<file path="src/rtl/instr_fetch_pkg.sv">
// Shared types and constants for the instruction fetch unit.
// Contents: the fetch FSM state enum and the default reset fetch address.
package instr_fetch_pkg;

  // Fetch control states
  typedef enum logic [1:0] {
    BOOT  = 2'd0,
    RUN   = 2'd1,
    STALL = 2'd2
  } fetch_state_t;

  // Default first fetch address after reset
  localparam int unsigned DEFAULT_RESET_PC = 0;

endpackage

</file>
<file path="src/rtl/fetch_buf.sv">
// Small flush-able FIFO holding fetched {pc, instr} entries.
// Ports:
//   clk, reset       clock, asynchronous active-high reset
//   flush            drop every stored entry (wins over push/pop)
//   push, din        write one entry
//   pop              consumer takes the head entry (ignored when empty)
//   dout, valid      head entry and non-empty flag (both from registers)
//   count            current occupancy
// Entries are kept in a shift array with the head always at index 0, so
// the depth-1 case needs no pointer logic.
module fetch_buf
  import instr_fetch_pkg::*;
#(
  parameter int unsigned DATA_W = 20,
  parameter int unsigned DEPTH  = 2
) (
  input  logic                         clk,
  input  logic                         reset,
  input  logic                         flush,
  input  logic                         push,
  input  logic [DATA_W-1:0]            din,
  input  logic                         pop,
  output logic [DATA_W-1:0]            dout,
  output logic                         valid,
  output logic [$clog2(DEPTH+1)-1:0]   count
);

  localparam int unsigned CNT_W = $clog2(DEPTH + 1);

  logic [DATA_W-1:0] mem   [DEPTH];
  logic [DATA_W-1:0] mem_n [DEPTH];
  logic [CNT_W-1:0]  count_n;
  logic              pop_ok;
  logic              push_ok;

  // A full buffer still accepts a push when the head leaves this cycle
  assign pop_ok  = pop && valid;
  assign push_ok = push && ((count < CNT_W'(DEPTH)) || pop_ok);
  assign dout    = mem[0];

  // Next contents: shift on pop, then append behind the remaining entries
  always_comb begin
    count_n = count;
    for (int i = 0; i < int'(DEPTH); i++) begin
      mem_n[i] = mem[i];
    end
    if (flush) begin
      count_n = '0;
    end else begin
      if (pop_ok) begin
        for (int i = 0; i < int'(DEPTH) - 1; i++) begin
          mem_n[i] = mem[i + 1];
        end
        count_n = count_n - CNT_W'(1);
      end
      if (push_ok) begin
        for (int i = 0; i < int'(DEPTH); i++) begin
          if (CNT_W'(i) == count_n) begin
            mem_n[i] = din;
          end
        end
        count_n = count_n + CNT_W'(1);
      end
    end
  end

  // Storage, occupancy and registered valid flag
  always_ff @(posedge clk or posedge reset) begin
    if (reset) begin
      count <= '0;
      valid <= 1'b0;
      for (int i = 0; i < int'(DEPTH); i++) begin
        mem[i] <= '0;
      end
    end else begin
      count <= count_n;
      valid <= (count_n != '0);
      for (int i = 0; i < int'(DEPTH); i++) begin
        mem[i] <= mem_n[i];
      end
    end
  end

endmodule

</file>
<file path="src/rtl/instr_fetch.sv">
// Instruction fetch unit: drives a synchronous instruction memory (one
// cycle read latency), buffers returned words tagged with their address
// and offers them to decode with a valid/ready handshake.
// Build option: define INSTR_FETCH_SKID_EN for a 2-entry buffer that
// sustains one word per cycle; otherwise a 1-entry buffer gives one word
// every two cycles.
// Ports:
//   clk, reset          clock, asynchronous active-high reset
//   halt                suppress new fetches (buffered words still drain)
//   redirect, target    taken branch/jump and its destination
//   pc                  fetch address to the memory (target during redirect)
//   mem_instr           memory read data, one cycle after pc is sampled
//   instr_valid/ready   decode handshake
//   instr, instr_pc     delivered word and its address
module instr_fetch
  import instr_fetch_pkg::*;
#(
  parameter int unsigned WIDTH    = 16,
  parameter int unsigned PC_WIDTH = 4,
  parameter int unsigned RESET_PC = DEFAULT_RESET_PC
) (
  input  logic                clk,
  input  logic                reset,
  input  logic                halt,
  input  logic                redirect,
  input  logic [PC_WIDTH-1:0] target,
  output logic [PC_WIDTH-1:0] pc,
  input  logic [WIDTH-1:0]    mem_instr,
  output logic                instr_valid,
  input  logic                instr_ready,
  output logic [WIDTH-1:0]    instr,
  output logic [PC_WIDTH-1:0] instr_pc
);

`ifdef INSTR_FETCH_SKID_EN
  localparam int unsigned BUF_DEPTH = 2;
`else
  localparam int unsigned BUF_DEPTH = 1;
`endif
  localparam int unsigned CNT_W   = $clog2(BUF_DEPTH + 1);
  localparam int unsigned OCC_W   = CNT_W + 1;
  localparam int unsigned ENTRY_W = PC_WIDTH + WIDTH;

  fetch_state_t          state;
  logic [PC_WIDTH-1:0]   pc_q;
  logic                  inflight;
  logic [PC_WIDTH-1:0]   inflight_pc;
  logic [CNT_W-1:0]      buf_count;
  logic [ENTRY_W-1:0]    buf_dout;
  logic                  take_c;
  logic [OCC_W-1:0]      occ_c;
  logic                  issue_c;
  logic                  push_c;

  // Occupancy once this cycle's handshake and returning word settle;
  // counting the pop is what lets the skid build keep one word per cycle
  assign take_c  = instr_valid && instr_ready;
  assign occ_c   = OCC_W'(buf_count) - OCC_W'(take_c) + OCC_W'(inflight);
  assign issue_c = (state == RUN) && !halt && (occ_c < OCC_W'(BUF_DEPTH));

  // The redirect target must reach the memory in the redirect cycle itself
  assign pc = (redirect && !reset) ? target : pc_q;

  // Returning word is squashed when a redirect lands in the same cycle
  assign push_c = inflight && !redirect;

  assign {instr_pc, instr} = buf_dout;

  // Fetch FSM, fetch address and in-flight tracking
  always_ff @(posedge clk or posedge reset) begin
    if (reset) begin
      state       <= BOOT;
      pc_q        <= PC_WIDTH'(RESET_PC);
      inflight    <= 1'b0;
      inflight_pc <= '0;
    end else if (redirect) begin
      state       <= RUN;
      pc_q        <= target + PC_WIDTH'(1);
      inflight    <= 1'b1;
      inflight_pc <= target;
    end else begin
      inflight <= issue_c;
      if (issue_c) begin
        inflight_pc <= pc_q;
        pc_q        <= pc_q + PC_WIDTH'(1);
      end
      case (state)
        BOOT:    state <= RUN;
        RUN:     if (halt) state <= STALL;
        STALL:   if (!halt) state <= RUN;
        default: state <= BOOT;
      endcase
    end
  end

  fetch_buf #(
    .DATA_W (ENTRY_W),
    .DEPTH  (BUF_DEPTH)
  ) u_buf (
    .clk   (clk),
    .reset (reset),
    .flush (redirect),
    .push  (push_c),
    .din   ({inflight_pc, mem_instr}),
    .pop   (instr_ready),
    .dout  (buf_dout),
    .valid (instr_valid),
    .count (buf_count)
  );

endmodule
</file>
<file path="config.mk">
export PLATFORM = sky130hd
export DESIGN_NAME = instr_fetch
export DESIGN_NICKNAME = d
export VERILOG_FILES = /design/src/rtl/instr_fetch_pkg.sv /design/src/rtl/fetch_buf.sv /design/src/rtl/instr_fetch.sv
export SDC_FILE = /design/constraint.sdc
export NUM_CORES = 1
export LEC_CHECK = 0
export CAP_MARGIN = 25
export CORE_MARGIN = 3
export CORE_UTILIZATION = 25
export DETAILED_ROUTE_END_ITERATION = 16
export SETUP_SLACK_MARGIN = 0.5
export SLEW_MARGIN = 20
export SYNTH_ARGS = -nofsm -noshare
export SYNTH_HDL_FRONTEND = slang
export SYNTH_HIERARCHICAL = 1
export SYNTH_SLANG_ARGS = --single-unit
</file>
<file path="constraint.sdc">
create_clock -name clk -period 5.05 [get_ports clk]
set_input_delay 1.01 -clock clk [delete_from_list [all_inputs] [get_ports clk]]
set_output_delay 1.01 -clock clk [all_outputs]
set_load 0.01 [all_outputs]
</file>
==> metrics.md <==
| Metric | Value |
|---|---|
| Switching share of power | a little over a quarter |
| Layout cells sized above 1 | about a quarter |
| Area Growth Syn to Fin | 43.35% |
| Power per cell area | a little under 400 mW/mm^2 |
| Synth warnings | 6 |
| FMAX | around 250 MHz |
| ANT nets after route | 0 |
| Most common cell after layout, fill and taps aside | clkdlybuf4s50_1 |
| Reg-to-reg endpoint | pc_q[2]$_DFFE_PP0P_ |
| Normalized max-slew margin | between 30% and 40% |
| Commonest non-fill, non-tap cells in the layout | clkdlybuf4s50_1, dfrtp_1, mux2_2 |
| Worst slew pin tran | around 0.95 ns |
| R2r worst-path depth | 7 |
| R2R setup slack | between 2 and 3 ns |
| Core Rows | 27 |
| Diode count | 0 |
| Synth Flop Type | dfrtp_1 |
| Largest net degree at the start of global routing | 22 |
| Core area | 0.005675 mm^2 |
| Post-route minimum period | approximately 4 ns |
| # IOs | 50 |
| Sequential share of power | 41.0% |
| Worst Setup Start Kind | input port |
| Final Hold Viols | 0 |
| Die X | about 84 um |
| Worst setup path end | pc[0] |
| CTS clk-pin slew, worst paths | approximately 0.06 ns |
| Grt ovf | 0 |
| Post-synth top area cell | dfrtp_1 |
| Worst-Skew Late Latency | ~0.28 ns |
| CTS Hold Buffers Added | 0 |
| Synthesized flop and latch total | 32 |
| Dpl hpwl | roughly 2300 um |
| R2r startpoint | u_buf/count$_DFF_PP0_ |
| Leakage | 0.8828 nW |
| CTS Buf Count | 5 |
| CTS tree | yes |
| Antenna violations before repair | 0 |
| DRT Pass-1 Iters | 4 |
| Clock tree sinks | 32 |
| Distinct cells, synth | 34 |
| Crit-path max FO | 12 |
| Mapped cell area | 0.001515 mm^2 |
| Routed WL | just over 3000 um |
| Worst setup path start | redirect |
| Clock share of power | between 20% and 30% |
| # setup viols final | 0 |
| Slew Limit Fails | 0 |
| Port Buffer Count | 49 |
| Post-CTS Repair Setup Buffers | 0 |
| Fin nets | around 200 |
| Post-cts resize count | 0 |
| Worst min-delay path class | reg2reg |
| Ys async rst share | 100.0% |
| H-tree depth reported by CTS | 2 |
| Max-Cap Viols | 0 |
| Average routed wire per standard cell | between 10 and 15 um |
| Total number of vias | about 1,100 |
| Avg Synthesized Cell Area | ~13 um^2 |
| Combinational share of power | between 30% and 40% |
| Die area | ~0.007 mm^2 |
| 1st-iter DRT viols | 50 |
| Worst EP required | approximately 4.0 ns |
| Critical path endpoint category | primary output |
| Worst VDD drop | about 0.12 mV |
| GRT Util Overall | 9.057% |
| Sequential-to-total area share from yosys stat | roughly 53% |
| Hold WS | a little over 0.5 ns |
| Post-synth EDFFs | 0 |
| GPL Wtd Cong | 0.7770 |
| Synth Instances | about 120 |
| Crit Path Category | in2out |
| Number of global-route vias before repair | roughly 1,000 |
| Top cell type's share of synthesized area | a little over half |
| Initial Util | between 20% and 30% |
| Syn Nets | 147 |
| Root Buffer | clkbuf_8 |
| DRC viols | 0 |
| Crit share post-route | 79.59% |
| Final TNS setup | 0 ns |
| Crit path DAT | 3.01 ns |
| Via/cell ratio | about 4.5 |
| Run status | finished clean |
| Clk_skew | approximately 0.0046 ns |
| RSZ-0062 raised after global routing | no |
| Max Buffers Root-to-Sink | 2 |
| Sw Pwr | roughly 0.22 mW |
| Chip height | between 80 and 90 um |
| First-pass GRT wire length | about 5000 um |
| Ranking of synthesized cells by area | dfrtp_1, mux2_2, ha_1 |
| Fillers | 556 |
| Power Internal | ~0.63 mW |
## layout make-up
cell class                 count  area (um^2)  share of cell area (%)
timing repair buffer          50        498.0                   22.93
inverter                       8        30.03                   1.382
tap                           72        90.09                   4.147
sequential                    32        800.8                   36.87
clock inverter                 3        42.54                   1.959
clock buffer                   5        68.82                   3.168
multi-input combinational     73        641.9                   29.55
## power by group through the flow
stage | clock [mW] | sequential [mW] | combinational (mW)
final | 0.240 | 0.350 | 0.263
after global routing | 0.262 | 0.358 | 0.282
after CTS | 0.251 | 0.351 | 0.267
after detailed placement | 0 | 0.356 | 0.265
after global placement | 0 | 0.355 | 0.265
after floorplan | 0 | 0.371 | 0.106
## how the worst min path moves through the flow
stage,from,to,slack (ns),cells past startpoint
after global placement,u_buf/dout[12]$_DFFE_PP0P_,u_buf/dout[12]$_DFFE_PP0P_,0.49,1
after global routing,u_buf/dout[5]$_DFFE_PP0P_,u_buf/dout[5]$_DFFE_PP0P_,0.52,1
after CTS,inflight_pc[2]$_DFFE_PP0P_,u_buf/dout[18]$_DFFE_PP0P_,0.51,1
after floorplan,inflight_pc[2]$_DFFE_PP0P_,u_buf/dout[18]$_DFFE_PP0P_,0.47,1
final,u_buf/dout[5]$_DFFE_PP0P_,u_buf/dout[5]$_DFFE_PP0P_,0.50,1
after detailed placement,u_buf/dout[10]$_DFFE_PP0P_,u_buf/dout[10]$_DFFE_PP0P_,0.49,1
## sequential cells by signal (all words and copies together) (netlist names)
register     count
state            2
u_buf/count      1
inflight_pc      4
pc_q             4
u_buf/dout      20
inflight         1
## metrics by stage
step	power [mW]	std cells	setup WS [ns]	util (%)	cell area [um^2]
3_3_place_gp	0.6193	235	1.086	36.31	2061
3_5_place_dp	0.6212	235	1.057	36.31	2061
6_report	0.8520	243	1.031	38.27	2172
5_1_grt	0.9014	243	0.9292	38.27	2172
2_1_floorplan	0.4770	119	2.074	-	1515
4_1_cts	0.8692	243	1.038	38.27	2172
## cells by family (layout without fill, tap and decap cells)
kind of cell	Yosys count	in the layout	synth area share, %
AO/OA/AOI/OAI	13	13	5.781
XOR/XNOR	5	5	2.890
adder cells (fa/ha/maj)	4	4	3.138
buffers and inverters	14	66	4.789
flip-flops	32	32	52.85
multiplexers	28	28	20.81
AND/OR/NAND/NOR	23	23	9.745
## Yosys cell counts, drive strengths merged, types with 2 or more instances
| master | count |
|---|---|
| xor2 | 4 |
| nand3 | 2 |
| o21ai | 3 |
| nor2 | 6 |
| a31oi | 3 |
| nor2b | 2 |
| buf | 3 |
| a21oi | 2 |
| nand2 | 3 |
| ha | 3 |
| clkbuf | 3 |
| mux2 | 28 |
| inv | 8 |
| dfrtp | 32 |
## worst max-delay path, stage by stage
cell and delay, ns:
clkdlybuf4s50_1 0.46, buf_4 0.18, inv_1 0.17, nor2_1 0.33, mux2_2 0.37, clkdlybuf4s50_1 0.48
## layer usage
metal | up-vias | global-route usage (%) | routed length [um]
met2 | 47 | 12.00 | 1178
met1 | 513 | 12.60 | 1596
met3 | 6 | 4.245 | 263
met5 | - | 0 | 0
li1 | 524 | - | -
met4 | 0 | 3.509 | 54
Note: power is estimated with default switching activity, not from simulation.
==> RTL edit: new RTL, config.mk and constraints unchanged <==
Add a define of `INSTR_FETCH_SKID_EN`.
--- a/src/rtl/instr_fetch.sv
+++ b/src/rtl/instr_fetch.sv
@@ -12,6 +12,8 @@
 //   mem_instr           memory read data, one cycle after pc is sampled
 //   instr_valid/ready   decode handshake
 //   instr, instr_pc     delivered word and its address
+`define INSTR_FETCH_SKID_EN
+
 module instr_fetch
   import instr_fetch_pkg::*;
 #(
Behaviour: not the same (Yosys sat finds a counterexample within 4 cycles, from zero or initial values and one cycle with reset high).
==> RTL edit against the unedited design <==
Routed wire length grew 99%; critical path type unchanged; count of clock-buffer cells in the layout up 2; total power is 120% higher; design area is 64% higher; area after synthesis increased by 93%; sequential cell count up 22; first-iteration DRC count rose to 3.0 times the old value; sequential power grew 110%; largest power group is now combinational logic; setup slack gained 0.080 ns; non-clock buffer count is 3 higher; sequential share of layout area grew 1.1 points.
==> RTL edit: results (changes against the unedited design) <==
Reg-to-Reg End = inflight_pc[0]$_DFFE_PP0P_ (was pc_q[2]$_DFFE_PP0P_)
HP Start = u_buf/mem[5]$_DFFE_PP0P_ (was u_buf/dout[5]$_DFFE_PP0P_)
global-route wire length before repair = 10100 um (was 5057 um)
Post-Place Cell Area = 3382 um2 (was 2061 um2)
Finished Layout Cells = 403 (was 243)
Mean Syn Cell Area = 12.33 um2 (was 12.73 um2)
via count = 1901 (was 1090)
maximum VDD drop = 0.1943 mV (was 0.1236 mV)
post-synthesis mux area share = 14.08% (was 20.81%)
sequential element share of the synthesized area = 46.23% (was 52.85%)
Commonest cells post-synth = dfrtp_1 (54), a221o_1 (20), buf_4 (20), mux2_4 (20), nor3b_1 (20) (was dfrtp_1 (32), mux2_2 (28), inv_1 (8), nor2_1 (6), xor2_1 (4))
XOR/XNOR Fraction of Synth Area = 2.098% (was 2.890%)
Final Net Count = 292 (was 198)
initial drt markers = 148 (was 50)
Syn Nets = 267 (was 147)
average wire per standard cell = 15.26 um (was 12.73 um)
pre-CTS setup slack = 1.091 ns (was 1.057 ns)
layout cells sized above 1 = 18.25% (was 23.39%)
final hold slack = 0.5069 ns (was 0.5044 ns)
adder-cell share of the synthesized area = 2.740% (was 3.138%)
Worst path max stage delay = 0.52 ns (was 0.48 ns)
critical path arrival = 2.93 ns (was 3.01 ns)
Pleak = 1.435 nW (was 0.8828 nW)
clk root buf = clkbuf_16 (was clkbuf_8)
total track usage = 9.662% (was 9.057%)
Post-CTS Setup Bufs = 0 (unchanged)
hold path endpoint = u_buf/mem[5]$_DFFE_PP0P_ (was u_buf/dout[5]$_DFFE_PP0P_)
largest net degree at the start of global routing = 44 (was 22)
HPWL after detailed placement = 4112 um (was 2336 um)
post-synthesis compound-gate area fraction = 12.24% (was 5.780%)
Distinct cells, synth = 43 (was 34)
status = finished clean (unchanged)
Setup Skew = 0.009216 ns (was 0.004573 ns)
synth top area cells = dfrtp_1 (46%), mux2_4 (10%), a221o_1 (6.8%) (was dfrtp_1 (53%), mux2_2 (21%), ha_1 (2.5%))
R2R setup slack = 2.37 ns (was 2.51 ns)
worst r2r src = u_buf/count[0]$_DFF_PP0_ (was u_buf/count$_DFF_PP0_)
CP max FO = 11 (was 12)
Inst Count DP = 394 (was 235)
[RTL edit: cell count changes after synthesis, moves of 3 or more]
cell,unedited run,this run
buf_4,1,20
nor3b_1,0,20
dfrtp_1,32,54
mux2_4,0,20
mux2_2,28,9
buf_2,0,8
a221o_1,0,20
buf_6,2,5
nand2_1,3,6
[RTL edit: per-layer routing]
| layer | share of wire (%) | track usage [%] | up-vias |
|---|---|---|---|
| met5 | 0 | 0 | - |
| met4 | 0.72 | 2.138 | 0 |
| met3 | 4.2 | 2.431 | 4 |
| met2 | 49 | 15.69 | 34 |
| met1 | 46 | 13.05 | 968 |
| li1 | - | - | 895 |
[RTL edit: report_power, final]
part	internal [mW]	total (mW)	switching [mW]
Combinational	0.459	0.768	0.308
Sequential	0.610	0.734	0.123
Clock	0.212	0.362	0.150
[RTL edit: final cells by class]
cell class	count	area (um2)
clock buffers	7	152.6
clock inverters	1	8.758
fillers	1133	7562
inverters	8	30.03
multi-input cells	140	1300
flip-flops and latches	54	1351
well taps	140	175.2
repair buffers	53	545.5
